[src/rtl/rv_structs.sv]
// Shared types for the branch-resolve slice: resolver FSM states and funct3 branch codes.
package rv_structs;

  typedef enum logic {
    ST_IDLE     = 1'b0,
    ST_REDIRECT = 1'b1
  } br_state_e;

  localparam logic [2:0] F3_BEQ  = 3'b000;
  localparam logic [2:0] F3_BNE  = 3'b001;
  localparam logic [2:0] F3_BLT  = 3'b100;
  localparam logic [2:0] F3_BGE  = 3'b101;
  localparam logic [2:0] F3_BLTU = 3'b110;
  localparam logic [2:0] F3_BGEU = 3'b111;

endpackage

[src/rtl/rv_branch_cmp.sv]
// Combinational branch-condition evaluator; reserved funct3 codes resolve not-taken.
module rv_branch_cmp
  import rv_structs::*;
(
  input  logic [2:0]  i_funct3,
  input  logic [31:0] i_op1,
  input  logic [31:0] i_op2,
  output logic        o_cond
);

  always_comb begin
    o_cond = 1'b0;
    case (i_funct3)
      F3_BEQ:  o_cond = (i_op1 == i_op2);
      F3_BNE:  o_cond = (i_op1 != i_op2);
      F3_BLT:  o_cond = ($signed(i_op1) <  $signed(i_op2));
      F3_BGE:  o_cond = ($signed(i_op1) >= $signed(i_op2));
      F3_BLTU: o_cond = (i_op1 <  i_op2);
      F3_BGEU: o_cond = (i_op1 >= i_op2);
      default: o_cond = 1'b0;
    endcase
  end

endmodule

[src/rtl/rv_branch_resolve.sv]
// Branch resolver: captures a control-flow instruction, checks the prediction and issues a fetch redirect.
// Optional macro RV_BRANCH_STATS_EN adds resolved-branch and mispredict counters.
module rv_branch_resolve
  import rv_structs::*;
#(
  parameter int IADDR_SPACE_BITS = 32
) (
  input  logic                        i_clk,
  input  logic                        i_reset_n,
  input  logic                        i_flush,
  input  logic                        i_stall,
  input  logic                        i_inst_jal_jalr,
  input  logic                        i_inst_branch,
  input  logic [2:0]                  i_funct3,
  input  logic [31:0]                 i_op1,
  input  logic [31:0]                 i_op2,
  input  logic [IADDR_SPACE_BITS-1:1] i_pc_next,
  input  logic [IADDR_SPACE_BITS-1:1] i_pc_seq,
  input  logic [IADDR_SPACE_BITS-1:1] i_pc_target,
  input  logic                        i_to_trap,
  input  logic                        i_redirect_ready,
  output logic                        o_redirect_valid,
  output logic [IADDR_SPACE_BITS-1:1] o_redirect_pc,
  output logic                        o_flush,
  output logic                        o_stall
`ifdef RV_BRANCH_STATS_EN
  ,
  output logic [31:0]                 o_branch_cnt,
  output logic [31:0]                 o_mispred_cnt
`endif
);

  br_state_e                   state_q, state_d;
  logic                        flush_q, flush_d;
  logic [IADDR_SPACE_BITS-1:1] rpc_q, rpc_d;

  logic                        jal_q, br_q, trap_q;
  logic [2:0]                  f3_q;
  logic [31:0]                 op1_q, op2_q;
  logic [IADDR_SPACE_BITS-1:1] pcn_q, pcs_q, pct_q;

  logic                        cond, taken, mispredict, capture, slot_clr;
  logic [IADDR_SPACE_BITS-1:1] actual;

  rv_branch_cmp u_cmp (
    .i_funct3 (f3_q),
    .i_op1    (op1_q),
    .i_op2    (op2_q),
    .o_cond   (cond)
  );

  assign taken      = jal_q | (br_q & cond);
  assign actual     = taken ? pct_q : pcs_q;
  assign mispredict = (jal_q | br_q) & ~trap_q & (actual != pcn_q);
  assign capture    = (state_q == ST_IDLE) & ~i_stall;
  assign slot_clr   = i_flush | (state_q == ST_REDIRECT);

  // Valid bits: clearing wins over capture so a flushed/redirected slot never resolves.
  always_ff @(posedge i_clk or negedge i_reset_n) begin
    if (!i_reset_n) begin
      jal_q  <= 1'b0;
      br_q   <= 1'b0;
      trap_q <= 1'b0;
    end else if (slot_clr) begin
      jal_q  <= 1'b0;
      br_q   <= 1'b0;
      trap_q <= 1'b0;
    end else if (capture) begin
      jal_q  <= i_inst_jal_jalr;
      br_q   <= i_inst_branch;
      trap_q <= i_to_trap;
    end
  end

  always_ff @(posedge i_clk or negedge i_reset_n) begin
    if (!i_reset_n) begin
      f3_q  <= '0;
      op1_q <= '0;
      op2_q <= '0;
      pcn_q <= '0;
      pcs_q <= '0;
      pct_q <= '0;
    end else if (capture) begin
      f3_q  <= i_funct3;
      op1_q <= i_op1;
      op2_q <= i_op2;
      pcn_q <= i_pc_next;
      pcs_q <= i_pc_seq;
      pct_q <= i_pc_target;
    end
  end

  always_comb begin
    state_d = state_q;
    flush_d = 1'b0;
    rpc_d   = rpc_q;
    if (i_flush) begin
      state_d = ST_IDLE;
    end else begin
      case (state_q)
        ST_IDLE: if (mispredict) begin
          state_d = ST_REDIRECT;
          flush_d = 1'b1;
          rpc_d   = actual;
        end
        ST_REDIRECT: if (i_redirect_ready) state_d = ST_IDLE;
        default: state_d = ST_IDLE;
      endcase
    end
  end

  always_ff @(posedge i_clk or negedge i_reset_n) begin
    if (!i_reset_n) begin
      state_q <= ST_IDLE;
      flush_q <= 1'b0;
      rpc_q   <= '0;
    end else begin
      state_q <= state_d;
      flush_q <= flush_d;
      rpc_q   <= rpc_d;
    end
  end

  assign o_redirect_valid = (state_q == ST_REDIRECT);
  assign o_stall          = (state_q == ST_REDIRECT);
  assign o_flush          = flush_q;
  assign o_redirect_pc    = rpc_q;

`ifdef RV_BRANCH_STATS_EN
  logic [31:0] bcnt_q, mcnt_q;
  logic        resolve;

  // A held (stalled) slot is counted once, when it is replaced or triggers a redirect.
  assign resolve = (state_q == ST_IDLE) & (jal_q | br_q) & ~trap_q & ~i_flush
                 & (~i_stall | mispredict);

  always_ff @(posedge i_clk or negedge i_reset_n) begin
    if (!i_reset_n) begin
      bcnt_q <= '0;
      mcnt_q <= '0;
    end else if (resolve) begin
      bcnt_q <= bcnt_q + 32'd1;
      if (mispredict) mcnt_q <= mcnt_q + 32'd1;
    end
  end

  assign o_branch_cnt  = bcnt_q;
  assign o_mispred_cnt = mcnt_q;
`endif

endmodule

[config.mk]
export PLATFORM = sky130hd
export DESIGN_NAME = rv_branch_resolve
export DESIGN_NICKNAME = d
export VERILOG_FILES = /design/src/rtl/rv_structs.sv /design/src/rtl/rv_branch_cmp.sv /design/src/rtl/rv_branch_resolve.sv
export SDC_FILE = /design/constraint.sdc
export NUM_CORES = 1
export LEC_CHECK = 0
export CORE_MARGIN = 4
export CORE_UTILIZATION = 55
export CTS_CLUSTER_DIAMETER = 100
export DETAILED_ROUTE_END_ITERATION = 16
export PLACE_DENSITY = 0.82
export SLEW_MARGIN = 5
export SYNTH_ARGS = -nofsm -noshare
export SYNTH_HDL_FRONTEND = slang
export SYNTH_HIERARCHICAL = 1
export SYNTH_SLANG_ARGS = --single-unit
[constraint.sdc]
create_clock -name i_clk -period 10.3 [get_ports i_clk]
set_input_delay 1.03 -clock i_clk [delete_from_list [all_inputs] [get_ports i_clk]]
set_output_delay 1.03 -clock i_clk [all_outputs]
set_load 0.005 [all_outputs]
==> flow_summary.yaml, run 1 <==
status:
  status: "finished, final reports clean"
floorplanning:
  die_h_um: 138
  core_area_um2: 16600
  fp.dieW_um: 138
  start_util_pct: 56.1
  num_rows: 47
  ioPinCount: 202
  die_area_um2: 19000
place:
  dp_slack_ps: 5320
  io_buffers: 201
  gp_congestion: 0.811
  hpwl_mm: 16.2
route:
  vias: 6585
  dr.first_iter.drc_count: 372
  first_pass_iters: 5
  antenna_left: 0
  drt-total-wl_mm: 22.7
  routedWlPerCell_um: 19.0
  drc: 0
  via_per_inst: 5.49
power_and_ir_drop:
  comb_power_share_pct: 27.4
  seq_power_share_pct: 43.4
  ir_worst_vdd_v: 0.000126
  leakagePower_uw: 0.00531
  power.total_uw: 2420
  p_sw_share_pct: 28.4
  p_sw_uw: 686
  p_per_area_nw_per_um2: 199
  clkPwrFrac_pct: 29.2
  p_int_uw: 1730
layout:
  area_growth_pct: 30.4
  layout_common_cells: "200 x clkdlybuf4s50_1, 196 x dfrtp_1, 135 x mux2_2"
  layout-drive-gt1-share_pct: 20.4
  fin_nets: 1165
  mostFrequentLayoutCell: "clkdlybuf4s50_1"
  final.fill_count: 1172
timing:
  max_freq_ghz: 0.198
  finalSetupViolCount: 0
  tightest_slew_ps: 1110
  min_period_over_period_pct: 49.0
  slew_violations: 0
  worst_slack_ps: 5250
  period_needed_ps: 5050
  setup_tns_ps: 0
  rsz0062_at_grt: "false"
  fin_skew_ps: 8.78
  max_slew_margin_pct: 25.7
  finalHoldViolCount: 0
grt:
  grt.busiest_layer: "met2"
  antenna_found_initial: 2
  grt_max_degree: 121
  grt_use_met2_pct: 38.9
  grt_pass1_vias: 6948
  use_met3_pct: 6.15
  track_usage_pct: 24.0
  overflow: 0
  met1_usage_pct: 32.0
  grt_pass1_wl_mm: 36.7
clock_network:
  cts_resized: 0
  insertion_delay_ps: 440
  cts_tree: "built"
  clock_sinks: 196
  clock-root-buffer: "clkbuf_16"
  cts_max_level: 4
  cts_made_buffers: 17
  post_cts_buffers: 0
  clk_transition_reported_paths_ps: 70
  clk_path_buf_depth: 2
  ctsHoldBuffers: 0
synth:
  synth-main-ff-cell: "dfrtp_1"
  synth-edff-count: 0
  yosysSeqAreaShare_pct: 52.8
  postSynthCellCount: 772
  async_flop_share_pct: 100
  synth.cell_area_um2: 9300
  synth_cell_type_count: 48
  avgSynthCellArea_um2: 12.0
  synth_nets: 972
  ys_ff_latch: 196
  yosys_warnings: 6
setup_path:
  r2r_slack_ps: 5250
  path_max_fanout: 28
  r2r-start: "op1_q[23]"
  path_depth: 16
  cpLargestDelayFamily: "compound AO/OA/AOI/OAI gates"
  start_kind: "flop"
  worstPathArrival_ps: 5360
  slowest_delay_ps: 600
  crit_top_cell: "buf_4"
  worstPathCellList: "ha_1 -> a21oi_1 -> o21ai_0 -> a22oi_1 -> nand3_1 -> o311a_1 -> nor3_2 -> a21o_1 -> buf_4 -> mux2i_2 -> xor2_1 -> o211ai_1 -> nor4_2 -> a21oi_4 -> buf_4 -> mux2_2"
  reg2reg_depth: 16
  required_ps: 10620
  worst_r2r_endpoint: "o_redirect_pc[1]"
  crit_buf_inv: 2
  worstSetupPathType: "flop to flop"
  slowest_stage: "a21oi_4"
  critPathCaptureType: "flop"
hold_path:
  min_from: "op2_q[26]"
  worstHoldEndpoint: "op2_q[26]"
  holdPathStages: 1
  hold_path_class: "flop to flop"
job:
  drv_cap: 0
-- sequential cells by signal (all words and copies together), names as in the netlist --
name              flops
o_redirect_pc        31
trap_q                1
f3_q                  3
op1_q                32
pcs_q                31
op2_q                32
br_q                  1
o_redirect_valid      1
o_flush               1
jal_q                 1
pcn_q                31
pct_q                31
-- worst max-delay path by stage --
stage                          from           endpoint  slack (ps)
final                     op1_q[23]   o_redirect_pc[1]        5250
after global routing      op2_q[14]   o_redirect_pc[3]        4800
after CTS                 op1_q[23]  o_redirect_pc[31]        5290
after detailed placement  op1_q[23]  o_redirect_pc[31]        5320
after global placement    op1_q[23]   o_redirect_pc[1]        5450
after floorplan            op1_q[1]  o_redirect_pc[10]        6750
-- worst reg2reg max path: cells and delay by family, from the launching register on --
kind                       cells  cell delay (ps)
adders and majority gates      1              340
AOI/OAI and AO/OA              7             1950
DFF                            1              390
xor gates and xnor gates       1              150
and+or+nand+nor                3              540
buffers and inverters          2              840
muxes                          2              730
-- cell usage after synthesis, types with 2 or more instances --
cell	n	area, µm²
a2111oi_0	3	26.3
a21boi_0	2	15.0
a21o_1	4	30.0
a21oi_1	18	90.1
a22o_1	3	26.3
a22oi_1	3	22.5
and3_1	2	12.5
buf_2	2	10.0
buf_4	2	15.0
buf_6	4	45.0
clkbuf_1	23	86.3
dfrtp_1	196	4900
ha_1	32	400
inv_1	70	263
mux2_2	135	1520
mux2_4	19	285
mux2i_1	20	200
nand2_1	77	289
nand2b_1	2	12.5
nand3_1	7	35.0
nand4_1	10	62.6
nor2_1	7	26.3
nor3_1	6	30.0
nor3_2	2	20.0
nor4_1	8	50.1
o211ai_1	3	22.5
o21ai_0	49	245
o221ai_1	4	35.0
o22ai_1	10	62.6
o2bb2ai_1	3	26.3
o311a_1	2	20.0
xnor2_1	14	123
xor2_1	15	131
-- logic make-up after synthesis --
family	after synthesis	share of synthesized area, %
DFF	196	52.8
muxes	175	21.7
and+or+nand+nor	125	6.45
AOI/OAI and AO/OA	113	7.50
buffers and inverters	102	4.55
adders and majority gates	32	4.31
xor gates and xnor gates	29	2.73
-- stage by stage --
step	utilization [%]	area, µm²	hold slack [ps]	instances
finish	73.1	12100	506	1200
global route	73.1	12100	516	1200
CTS	73.1	12100	511	1198
detailed placement	69.3	11500	496	1166
global placement	69.3	11500	488	1166
floorplan	-	9300	481	772
-- per-layer routing --
layer / vias to the layer above / wire length, µm / share of wire [%]
met5: - / 0 / 0
met4: 0 / 474 / 2.1
met1: 3263 / 9880 / 43
met3: 40 / 1310 / 5.8
li1: 3077 / - / -
met2: 205 / 11100 / 49
-- cell type report --
cell class / instances / area [µm²] / share of cell area (%)
inverters: 70 / 263 / 2.17
multi-input cells: 474 / 4000 / 33.0
well taps: 220 / 275 / 2.27
diodes: 2 / 5.00 / 0.0413
flip-flops and latches: 196 / 4900 / 40.5
repair buffers: 206 / 2050 / 16.9
clock buffers: 20 / 447 / 3.68
clock inverters: 12 / 180 / 1.49
-- power groups by stage --
stage	clock, µW	combinational, µW	sequential, µW
6_report	705	663	1050
5_1_grt	746	722	1070
4_1_cts	712	668	1050
3_5_place_dp	0	660	1060
3_3_place_gp	0	642	1050
2_1_floorplan	0	363	1030
(Power assumes the default switching activity.)
==> inputs of run 2 (changes only) <==
--- a/config.mk
+++ b/config.mk
@@ -6,10 +6,10 @@
 export NUM_CORES = 1
 export LEC_CHECK = 0
 export CORE_MARGIN = 4
-export CORE_UTILIZATION = 55
+export CORE_UTILIZATION = 51
 export CTS_CLUSTER_DIAMETER = 100
 export DETAILED_ROUTE_END_ITERATION = 16
-export PLACE_DENSITY = 0.82
+export PLACE_DENSITY = 0.76
 export SLEW_MARGIN = 5
 export SYNTH_ARGS = -nofsm -noshare
 export SYNTH_HDL_FRONTEND = slang
==> constraint.sdc (replaced) <==
create_clock -name i_clk -period 4.75 [get_ports i_clk]
set_input_delay 0.475 -clock i_clk [delete_from_list [all_inputs] [get_ports i_clk]]
set_output_delay 0.475 -clock i_clk [all_outputs]
set_load 0.005 [all_outputs]
==> run 2 against run 1 <==
- cell area up 0.99%
- critical endpoint is now o_redirect_pc[25]
- combinational power up 120%
- largest power group unchanged
- hold slack worse by 420 ps
- clock skew up 0.97 ps
- flip-flop and latch count unchanged
==> flow_summary.yaml, run 2 (same netlist as run 1, synthesis figures left out) <==
setup_path:
  path_depth: 16
  reg2reg_depth: 16
  worstSetupEndpoint: "o_redirect_pc[25]"
  crit_buf_inv: 2
  slowest_stage: "o311a_1"
  worstSetupPathType: "flop to flop"
  slowest_delay_ps: 390
  path_max_fanout: 28
  worst_r2r_endpoint: "o_redirect_pc[25]"
  critPathCaptureType: "flop"
  r2r-start: "op1_q[21]"
  required_ps: 5060
  r2r_slack_ps: 420
  cpLargestDelayFamily: "compound AO/OA/AOI/OAI gates"
  worstPathArrival_ps: 4640
  start_kind: "flop"
  startpoint: "op1_q[21]"
  worstPathCellList: "ha_1 -> a21oi_1 -> o21ai_0 -> a22oi_1 -> nand3_1 -> o311a_1 -> nor3_2 -> a21o_1 -> buf_12 -> mux2i_2 -> xor2_1 -> o211ai_1 -> nor4_2 -> a21oi_4 -> buf_4 -> mux2_4"
grt:
  grt_pass1_wl_mm: 35.2
  antenna_found_initial: 0
  overflow: 0
  track_usage_pct: 22.1
  grt_pass1_vias: 6679
  grt_max_degree: 98
timing:
  tightest_slew_ps: 1010
  slew_violations: 0
  fin_skew_ps: 9.74
  max_freq_ghz: 0.231
  setup_tns_ps: 0
  min_period_over_period_pct: 91.2
  period_needed_ps: 4330
  max_slew_margin_pct: 32.4
  finalHoldViolCount: 0
  finalSetupViolCount: 0
  rsz0062_at_grt: "false"
floorplanning:
  core_area_um2: 18000
  num_rows: 49
  fp.dieW_um: 143
  die_area_um2: 20500
  ioPinCount: 202
  die_h_um: 143
  start_util_pct: 51.8
layout:
  antenna_cells: 0
  regArea_um2: 4900
  top_regs: "op1_q (32), op2_q (32)"
  multi_input_area_um2: 4000
  final.fill_count: 1354
  layout-drive-gt1-share_pct: 21.8
  area_growth_pct: 31.7
  layout_common_cells: "200 x clkdlybuf4s50_1, 196 x dfrtp_1, 135 x mux2_2"
  fin_nets: 1179
  mostFrequentLayoutCell: "clkdlybuf4s50_1"
route:
  via_per_inst: 5.42
  drc: 0
  dr.first_iter.drc_count: 321
  antenna_left: 0
  drt-total-wl_mm: 22.6
  vias: 6617
  first_pass_iters: 5
  routedWlPerCell_um: 18.5
clock_network:
  cts_resized: 0
  clk_path_buf_depth: 2
  clock-root-buffer: "clkbuf_16"
  post_cts_buffers: 0
  insertion_delay_ps: 430
  cts_max_level: 4
  clk_transition_reported_paths_ps: 70
  cts_tree: "built"
  clock_sinks: 196
  cts_made_buffers: 17
  ctsHoldBuffers: 0
power_and_ir_drop:
  p_per_area_nw_per_um2: 418
  leakagePower_uw: 0.00539
  ir_worst_vdd_v: 0.000300
  power.total_uw: 5120
hold_path:
  hold_path_class: "input pin to async pin"
job:
  drv_cap: 0
status:
  status: "finished, final reports clean"
place:
  hpwl_mm: 16.5
  gp_congestion: 0.880
  io_buffers: 201
## run 2: cell types whose count changed in the layout (fill, tap and decap cells not counted)
cell / change
buf_12: +5
buf_4: +9
bufinv_16: -3
clkbuf_1: -2
clkbuf_8: +2
clkinv_2: +4
clkinv_4: +3
clkinvlp_4: -4
diode_2: -2
## run 2: report_power, final
group	internal, µW	total [µW]	switching (µW)
clock network	765	1400	632
logic	869	1450	581
registers	2010	2270	259
## run 2: area by class of cell
type	count	share of cell area [%]
well taps	229	2.34
multi-input cells	474	32.6
flip-flops and latches	196	40.1
clock inverters	12	0.869
repair buffers	220	18.1
clock buffers	20	3.81
inverters	70	2.15
## run 2: worst min-delay path by stage
stage,startpoint,to,slack [ps],cells past startpoint
4_1_cts,i_reset_n,pcs_q[23],120,1
3_5_place_dp,o_redirect_pc[3],o_redirect_pc[3],490,1
5_1_grt,i_reset_n,pcs_q[23],150,1
2_1_floorplan,i_reset_n,br_q,180,0
6_report,i_reset_n,o_redirect_pc[23],90,1
3_3_place_gp,op2_q[31],op2_q[31],490,1
## run 2: worst register-to-register path, delay by kind of cell, from the launching register on
| kind | cells | cell delay (ps) |
|---|---|---|
| adders and majority gates | 1 | 320 |
| buffers and inverters | 2 | 450 |
| and+or+nand+nor | 3 | 740 |
| AOI/OAI and AO/OA | 7 | 1520 |
| muxes | 2 | 620 |
| xor gates and xnor gates | 1 | 210 |
| DFF | 1 | 380 |
## run 2: metal layers
layer | global-route usage (%) | share of wire (%) | wire (µm)
met3 | 6.16 | 7.4 | 1680
met5 | 0 | 0 | 0
met2 | 34.7 | 47 | 10600
met4 | 4.70 | 1.0 | 233
met1 | 30.9 | 44 | 10000
## run 2: stage by stage
step	instances	utilization (%)	worst slack (ps)	cell area [µm²]	hold slack [ps]
after floorplan	772	-	1200	9300	179
after global placement	1182	64.7	405	11600	491
after detailed placement	1182	64.7	241	11600	495
after CTS	1214	67.9	219	12200	120
after global routing	1221	68.2	156	12200	152
final	1221	68.2	418	12200	90.0
==> inputs of run 3 (changes only) <==
--- a/config.mk
+++ b/config.mk
@@ -5,7 +5,7 @@
 export SDC_FILE = /design/constraint.sdc
 export NUM_CORES = 1
 export LEC_CHECK = 0
-export CORE_MARGIN = 4
+export CORE_MARGIN = 2
 export CORE_UTILIZATION = 51
 export CTS_CLUSTER_DIAMETER = 100
 export DETAILED_ROUTE_END_ITERATION = 16
==> run 3 against run 2 <==
- register-to-register slack hardly changed
- die area decreased by 5.5%
- utilization hardly changed
- sequential share of layout area is 0.15 points higher
- first-iteration DRC count up 35%
- critical path depth rose by 1
- largest cell class unchanged
- largest power group unchanged
- highest routed layer unchanged
==> flow_summary.yaml, run 3 (same netlist as run 1, synthesis figures left out) <==
timing:
  finalSetupViolCount: 0
  min_period_over_period_pct: 91.4
  setup_tns_ps: 0
  max_freq_ghz: 0.230
  period_needed_ps: 4340
  rsz0062_at_grt: "false"
  tightest_slew_ps: 982
  slew_violations: 0
  fin_skew_ps: 12.2
  hold_ws_ps: 171
  worst_slack_ps: 411
  max_slew_margin_pct: 34.6
  finalHoldViolCount: 0
power_and_ir_drop:
  ir_worst_vdd_v: 0.000324
  leakagePower_uw: 0.00534
  p_per_area_nw_per_um2: 422
setup_path:
  slowest_delay_ps: 390
  crit_top_cell: "buf_4"
  reg2reg_depth: 17
  crit_buf_inv: 4
  path_depth: 17
  critPathCaptureType: "flop"
  start_kind: "flop"
  worstPathCellList: "inv_1 -> ha_1 -> nand4_1 -> nor4_1 -> buf_4 -> a311oi_1 -> a211o_2 -> nor3_2 -> a21o_1 -> buf_12 -> mux2i_2 -> xor2_1 -> o211ai_1 -> nor4_2 -> a21oi_4 -> buf_4 -> mux2_4"
  path_max_fanout: 28
  worstPathArrival_ps: 4650
  slowest_stage: "nor4_1"
  worstSetupPathType: "flop to flop"
  required_ps: 5060
  cpLargestDelayFamily: "simple AND/OR/NAND/NOR gates"
clock_network:
  cts_tree: "built"
  clk_transition_reported_paths_ps: 70
  cts_made_buffers: 17
  clk_path_buf_depth: 2
  cts_resized: 0
  post_cts_buffers: 0
  clock_sinks: 196
  cts_max_level: 4
  insertion_delay_ps: 430
  clock-root-buffer: "clkbuf_16"
  ctsHoldBuffers: 0
route:
  dr.first_iter.drc_count: 434
  drt-total-wl_mm: 22.4
  vias: 6509
  first_pass_iters: 6
  via_per_inst: 5.35
  routedWlPerCell_um: 18.5
  antenna_left: 0
  drc: 0
floorplanning:
  num_rows: 49
  core_area_um2: 17900
  fp.dieW_um: 139
  start_util_pct: 51.9
  ioPinCount: 202
  die_h_um: 139
  die_area_um2: 19300
grt:
  grt_pass1_wl_mm: 36.1
  grt_max_degree: 124
  grt_pass1_vias: 6794
  track_usage_pct: 23.9
  overflow: 0
  antenna_found_initial: 1
job:
  drv_cap: 0
place:
  dp_slack_ps: 220
  hpwl_mm: 16.2
  io_buffers: 201
  gp_congestion: 0.850
hold_path:
  hold_path_class: "input pin to async pin"
layout:
  final.fill_count: 1334
  layout-drive-gt1-share_pct: 21.1
  mostFrequentLayoutCell: "clkdlybuf4s50_1"
  area_growth_pct: 31.2
  top_regs: "op1_q (32), op2_q (32)"
  layout_common_cells: "200 x clkdlybuf4s50_1, 196 x dfrtp_1, 135 x mux2_2"
  postLayoutCoreUtil_pct: 68.1
  fin_nets: 1173
status:
  status: "finished, final reports clean"
==> run 3: cell count changes in the layout (fill, tap and decap cells not counted) <==
| cell | previous run | this run |
|---|---|---|
| clkinv_2 | 5 | 0 |
| bufinv_16 | 1 | 2 |
| buf_4 | 14 | 9 |
| inv_6 | 0 | 4 |
| clkbuf_1 | 0 | 2 |
| clkbuf_8 | 4 | 1 |
| diode_2 | 0 | 1 |
| clkinvlp_4 | 1 | 5 |
| buf_12 | 5 | 4 |
| clkinv_4 | 5 | 2 |
==> run 3: final timing paths <==
| kind | startpoint | endpoint | slack, ps |
|---|---|---|---|
| max | op2_q[14] | o_redirect_pc[18] | 410 |
| min | i_reset_n | op2_q[2] | 170 |
| min reg2reg | op2_q[17] | op2_q[17] | 510 |
| max reg2reg | op2_q[14] | o_redirect_pc[18] | 410 |
| max in group asynchronous | i_reset_n | o_redirect_pc[23] | 3460 |
| min in group i_clk | op2_q[17] | op2_q[17] | 510 |
==> run 3: final cells by class <==
type | instances | area (µm²) | area share, %
clock inverters | 13 | 150 | 1.23
well taps | 229 | 287 | 2.35
multi-input cells | 474 | 4000 | 32.8
diodes | 1 | 2.50 | 0.0205
repair buffers | 214 | 2160 | 17.7
flip-flops and latches | 196 | 4900 | 40.2
clock buffers | 19 | 433 | 3.55
inverters | 70 | 263 | 2.15
==> run 3: metrics by stage <==
stage                     cells  power [µW]  instance area [µm²]
after floorplan             772        3020                 9300
after global placement     1180        3690                11600
after detailed placement   1180        3730                11600
after CTS                  1212        5180                12200
after global routing       1216        5430                12200
final                      1216        5140                12200
==> run 3: where the power goes <==
group	leakage, µW	internal (µW)	switching (µW)	total, µW
combinational	0.00275	863	579	1440
sequential	0.00232	2010	259	2270
clock	0.000267	785	648	1430
==> run 3: worst reg2reg max path, stage by stage, from the launching register on <==
cell and delay (ps):
dfrtp_1 350, inv_1 60, ha_1 320, nand4_1 220, nor4_1 390, buf_4 190
a311oi_1 80, a211o_2 310, nor3_2 200, a21o_1 190, buf_12 210, mux2i_2 300
xor2_1 230, o211ai_1 160, nor4_2 370, a21oi_4 140, buf_4 220, mux2_4 300
==> run 3: layer usage <==
| layer | track usage [%] | share of wire [%] |
|---|---|---|
| met1 | 32.3 | 44 |
| met2 | 38.4 | 48 |
| met3 | 6.66 | 7.0 |
| met4 | 6.01 | 1.5 |
| met5 | 0 | 0 |
==> RTL edit 1 (settings of run 2) <==
Add a define of `RV_BRANCH_STATS_EN`.
--- a/src/rtl/rv_branch_resolve.sv
+++ b/src/rtl/rv_branch_resolve.sv
@@ -1,5 +1,7 @@
 // Branch resolver: captures a control-flow instruction, checks the prediction and issues a fetch redirect.
 // Optional macro RV_BRANCH_STATS_EN adds resolved-branch and mispredict counters.
+`define RV_BRANCH_STATS_EN
+
 module rv_branch_resolve
   import rv_structs::*;
 #(
Behaviour (old outputs only; new: o_branch_cnt and o_mispred_cnt): unchanged (equiv_simple and equiv_induct, registers matched by name and starting in step).
==> RTL edit 1 against run 2 <==
  * The run now ends with hold timing left
  * Utilization increased by 0.72 points
  * Via count increased by 33%
  * Area after synthesis increased by 31%
  * Critical path type unchanged
  * Sequential cell count increased by 64
  * Power increased by 29%
  * Routed wire length increased by 35%
  * Design area increased by 32%
  * First-iteration DRC count increased by 42%
  * Worst setup slack got worse by 0.056 ns
  * Critical endpoint is now o_branch_cnt[1]$_DFFE_PN0P_
  * Clock skew increased by 0.014 ns
  * Synthesized cell count increased by 35%
==> RTL edit 1: results (changes against run 2) <==
| Metric | Value |
|---|---|
| Outcome | `finished, violations left` |
| Violated checks | `hold timing` |
| Number of inserted filler cells in the final layout | `1757 (+30%)` |
| Met2 routed WL | `14400 um (+35%)` |
| Clock network area share | `5.71% (+1.0 points)` |
| Number of port buffers | `265 (+32%)` |
| Synth unique cells | `57 (+19%)` |
| Final weighted congestion in routability-driven placement | `0.884 (+0.48%)` |
| Final hold viol count | `5 (+5)` |
| Synth Area in Adders | `3.50% (-0.81 points)` |
| Multi-input combinational area share | `32.2% (-0.45 points)` |
| Fraction of synthesized area in multiplexers | `15.8% (-5.9 points)` |
| Switching Power | `0.00183 W (+24%)` |
| Logic inverters | `71 (+1.4%)` |
| Sequential portion of the cell area | `40.2% (+0.18 points)` |
| Maximum cell stage delay along the critical path | `0.42 ns (+0.03 ns)` |
| Number of signal-net buffers in the layout | `282 (+28%)` |
| Synth Area in XOR/XNOR | `6.55% (+3.8 points)` |
| GRT Util Overall | `22.6% (+0.57 points)` |
| Family with the most delay on the worst path | `simple AND/OR/NAND/NOR gates` |
| Number of global-route vias before repair | `8983 (+34%)` |
| Wire length on met1 | `13000 um (+30%)` |
| Relative slew slack | `36.3% (+3.8 points)` |
| Worst hold-check slack | `-0.0105 ns (-0.101 ns)` |
| Clock tree skew after final layout | `0.0233 ns (+0.0135 ns)` |
| Vias per Instance | `5.34 (-1.5%)` |
| Non-clock buffer share | `17.7% (-0.42 points)` |
| Global-route met3 utilization | `5.85% (-0.32 points)` |
| Fraction of final layout cells with drive strength greater than 1 | `16.3% (-5.4 points)` |
| Relative contribution of combinational cells to total power | `23.2% (-5.1 points)` |
| Metal3 WL | `2220 um (+32%)` |
| HPWL reported at the end of detailed placement | `22100 um (+34%)` |
| Uppermost metal layer occupied by signal nets | `met5` |
| Maximum number of pins on one net before global-route repair | `113 (+15%)` |
| Maximum root-to-sink buffer count | `3 (+1)` |
| Dpl ws | `0.322 ns (+0.0806 ns)` |
| Most instantiated cells after synthesis | `dfrtp_1, mux2_2, nand2_1, inv_1, xor2_1` |
| Antenna violations before repair | `7 (+7)` |
| Wire length per cell after detailed routing | `18.4 um (-0.33%)` |
| Critical register-to-register path startpoint | `op1_q[27]$_DFFE_PN0P_` |
| Post-DP Area | `0.0152 sq mm (+31%)` |
| Number of nets at the end of the flow | `1511 (+28%)` |
| Synth Area in Compound Gates | `5.92% (-1.6 points)` |
[RTL edit 1: cell count changes in the layout (fill, tap and decap cells not counted), moves of 23 or more]
cell / before / now
nor3_1: 6 / 29
nor4_1: 8 / 32
xor2_1: 15 / 67
dfrtp_1: 196 / 260
clkdlybuf4s50_1: 200 / 264
[RTL edit 1: final timing paths]
kind / to / slack [ns] / cells past startpoint
max: o_branch_cnt[1]$_DFFE_PN0P_ / 0.36 / 16
min: o_redirect_pc[12]$_DFFE_PN0P_ / -0.01 / 1
max reg2reg: o_branch_cnt[1]$_DFFE_PN0P_ / 0.36 / 16
min reg2reg: o_mispred_cnt[31]$_DFFE_PN0P_ / 0.46 / 1
max in group asynchronous: op2_q[5]$_DFFE_PN0P_ / 3.64 / 2
min in group i_clk: o_mispred_cnt[31]$_DFFE_PN0P_ / 0.46 / 1
[RTL edit 1: timing repair]
action,in CTS,in global routing
gates resized for setup,0,1
setup buffers,0,2
endpoints found under the setup margin,0,10
==> RTL edit 2 (settings of run 2) <==
Without the edit above. Register the input `i_pc_target` before use, with the module's reset. The logic sees it one clock later. The other inputs are not delayed to match.
--- a/src/rtl/rv_branch_resolve.sv
+++ b/src/rtl/rv_branch_resolve.sv
@@ -29,6 +29,16 @@
   output logic [31:0]                 o_mispred_cnt
 `endif
 );
+
+  logic [IADDR_SPACE_BITS-1:1] i_pc_target_q;
+
+  always_ff @(posedge i_clk or negedge i_reset_n) begin
+    if (!i_reset_n) begin
+      i_pc_target_q <= '0;
+    end else begin
+      i_pc_target_q <= i_pc_target;
+    end
+  end
 
   br_state_e                   state_q, state_d;
   logic                        flush_q, flush_d;
@@ -86,7 +96,7 @@
       op2_q <= i_op2;
       pcn_q <= i_pc_next;
       pcs_q <= i_pc_seq;
-      pct_q <= i_pc_target;
+      pct_q <= i_pc_target_q;
     end
   end
 
Behaviour: not the same (Yosys sat finds a counterexample within 4 cycles, from zero or initial values and one cycle with i_reset_n low).
==> RTL edit 2 against run 2 <==
  * Design area is 8.1% higher
  * Sequential cell count grew 31
  * Area after synthesis increased by 8.3%
  * Maximum frequency down 1.5%
  * Routed wire length up 5.0%
  * Highest routed layer unchanged
  * Sequential share of layout area grew 2.9 points
  * Global-route usage is 0.42 points lower
  * Power up 13%
  * Synthesized cell count rose by 4.0%
  * Worst setup slack worse by 0.064 ns
  * Critical path type unchanged
==> RTL edit 2: results (changes against run 2) <==
| Metric | Value |
|---|---|
| Standby leakage power | `5.82 nW (+8.0%)` |
| Vias per Instance | `5.24 (-3.4%)` |
| Number of signal-net buffers in the layout | `219 (-0.45%)` |
| Count of mapped cells out of synthesis | `803 (+4.0%)` |
| Number of placed instances with taps included | `1255 (+6.2%)` |
| Fraction of the yosys area taken by sequential cells | `56.4% (+3.6 points)` |
| Met2 routed WL | `11500 um (+8.2%)` |
| Maximum root-to-sink buffer count | `3 (+1)` |
| Initial detailed-routing violation count | `331 (+3.1%)` |
| Maximum number of pins on one net before global-route repair | `118 (+20%)` |
| Multi-input combinational area share | `30.2% (-2.4 points)` |
| Relative slew slack | `39.1% (+6.6 points)` |
| Top area cells in the synthesized netlist | `dfrtp_1, mux2_2, ha_1, nand2_1, mux2_4` |
| Fraction of final layout cells with drive strength greater than 1 | `21.0% (-0.82 points)` |
| Wire length per cell after detailed routing | `18.3 um (-1.3%)` |
| Antenna Diode Count | `3 (+3)` |
| Clock tree skew after final layout | `0.0106 ns (+0.000854 ns)` |
| Wire length on met1 | `10600 um (+5.6%)` |
| Skew-Pair Late Insertion Delay | `0.51 ns (+0.08 ns)` |
| H-tree depth | `1 (-3)` |
| Wire length of the first global-routing pass | `38100 um (+8.4%)` |
| Number of inserted filler cells in the final layout | `1475 (+8.9%)` |
| Max VDD drop | `0.000278 V (-7.1%)` |
| Number of nets at the end of the flow | `1216 (+3.1%)` |
| Inserted Clock Buffers | `24 (+7)` |
| Internal power contribution | `0.00420 W (+15%)` |
| GRT Util Overall | `21.6% (-0.42 points)` |
| Outcome | `finished, final reports clean` |
| Final weighted congestion in routability-driven placement | `0.798 (-9.4%)` |
## RTL edit 2: cell types whose count changed after synthesis
cell	run 2	this run
dfrtp_1	196	227
buf_1	1	2
clkbuf_1	23	22
## RTL edit 2: logic make-up (layout without fill, tap and decap cells)
family          count (synthesis)  count (layout)  synth area share [%]
buf+inv                       102             330                  4.20
other cells                     0               3                     0
flops                         227             227                  56.4
fa+ha+maj                      32              32                  3.97
simple gates                  125             125                  5.95
compound gates                113             113                  6.92
mux                           175             175                  20.0
xor+xnor                       29              29                  2.52
## RTL edit 2: through the flow
step / setup slack (ns) / total power, W / instance area (sq um) / hold WS (ns)
CTS: 0.219 / 0.00583 / 13200 / 0.0817
finish: 0.354 / 0.00577 / 13200 / 0.0377
floorplan: 1.20 / 0.00330 / 10100 / 0.179
detailed placement: 0.275 / 0.00405 / 12500 / 0.444
global placement: 0.416 / 0.00401 / 12500 / 0.436
global route: 0.118 / 0.00608 / 13200 / 0.102
## RTL edit 2: final timing paths
check                                             from                           end  slack [ns]  depth (start not counted)
max                              op1_q[27]$_DFFE_PN0P_  o_redirect_pc[3]$_DFFE_PN0P_        0.35                         16
max reg2reg                      op1_q[27]$_DFFE_PN0P_  o_redirect_pc[3]$_DFFE_PN0P_        0.35                         16
max in group asynchronous                    i_reset_n   i_pc_target_q[26]$_DFF_PN0_        3.64                          2
min reg2reg                i_pc_target_q[28]$_DFF_PN0_         pct_q[28]$_DFFE_PN0P_        0.46                          2
min in group i_clk                     i_pc_target[13]   i_pc_target_q[13]$_DFF_PN0_        0.41                          1
min                                          i_reset_n         pct_q[21]$_DFFE_PN0P_        0.04                          1
## RTL edit 2: timing repair
| item | CTS | global route |
|---|---|---|
| hold endpoints to repair | 0 | 0 |
| gates resized for setup | 0 | 1 |
| endpoints found under the setup margin | 0 | 7 |
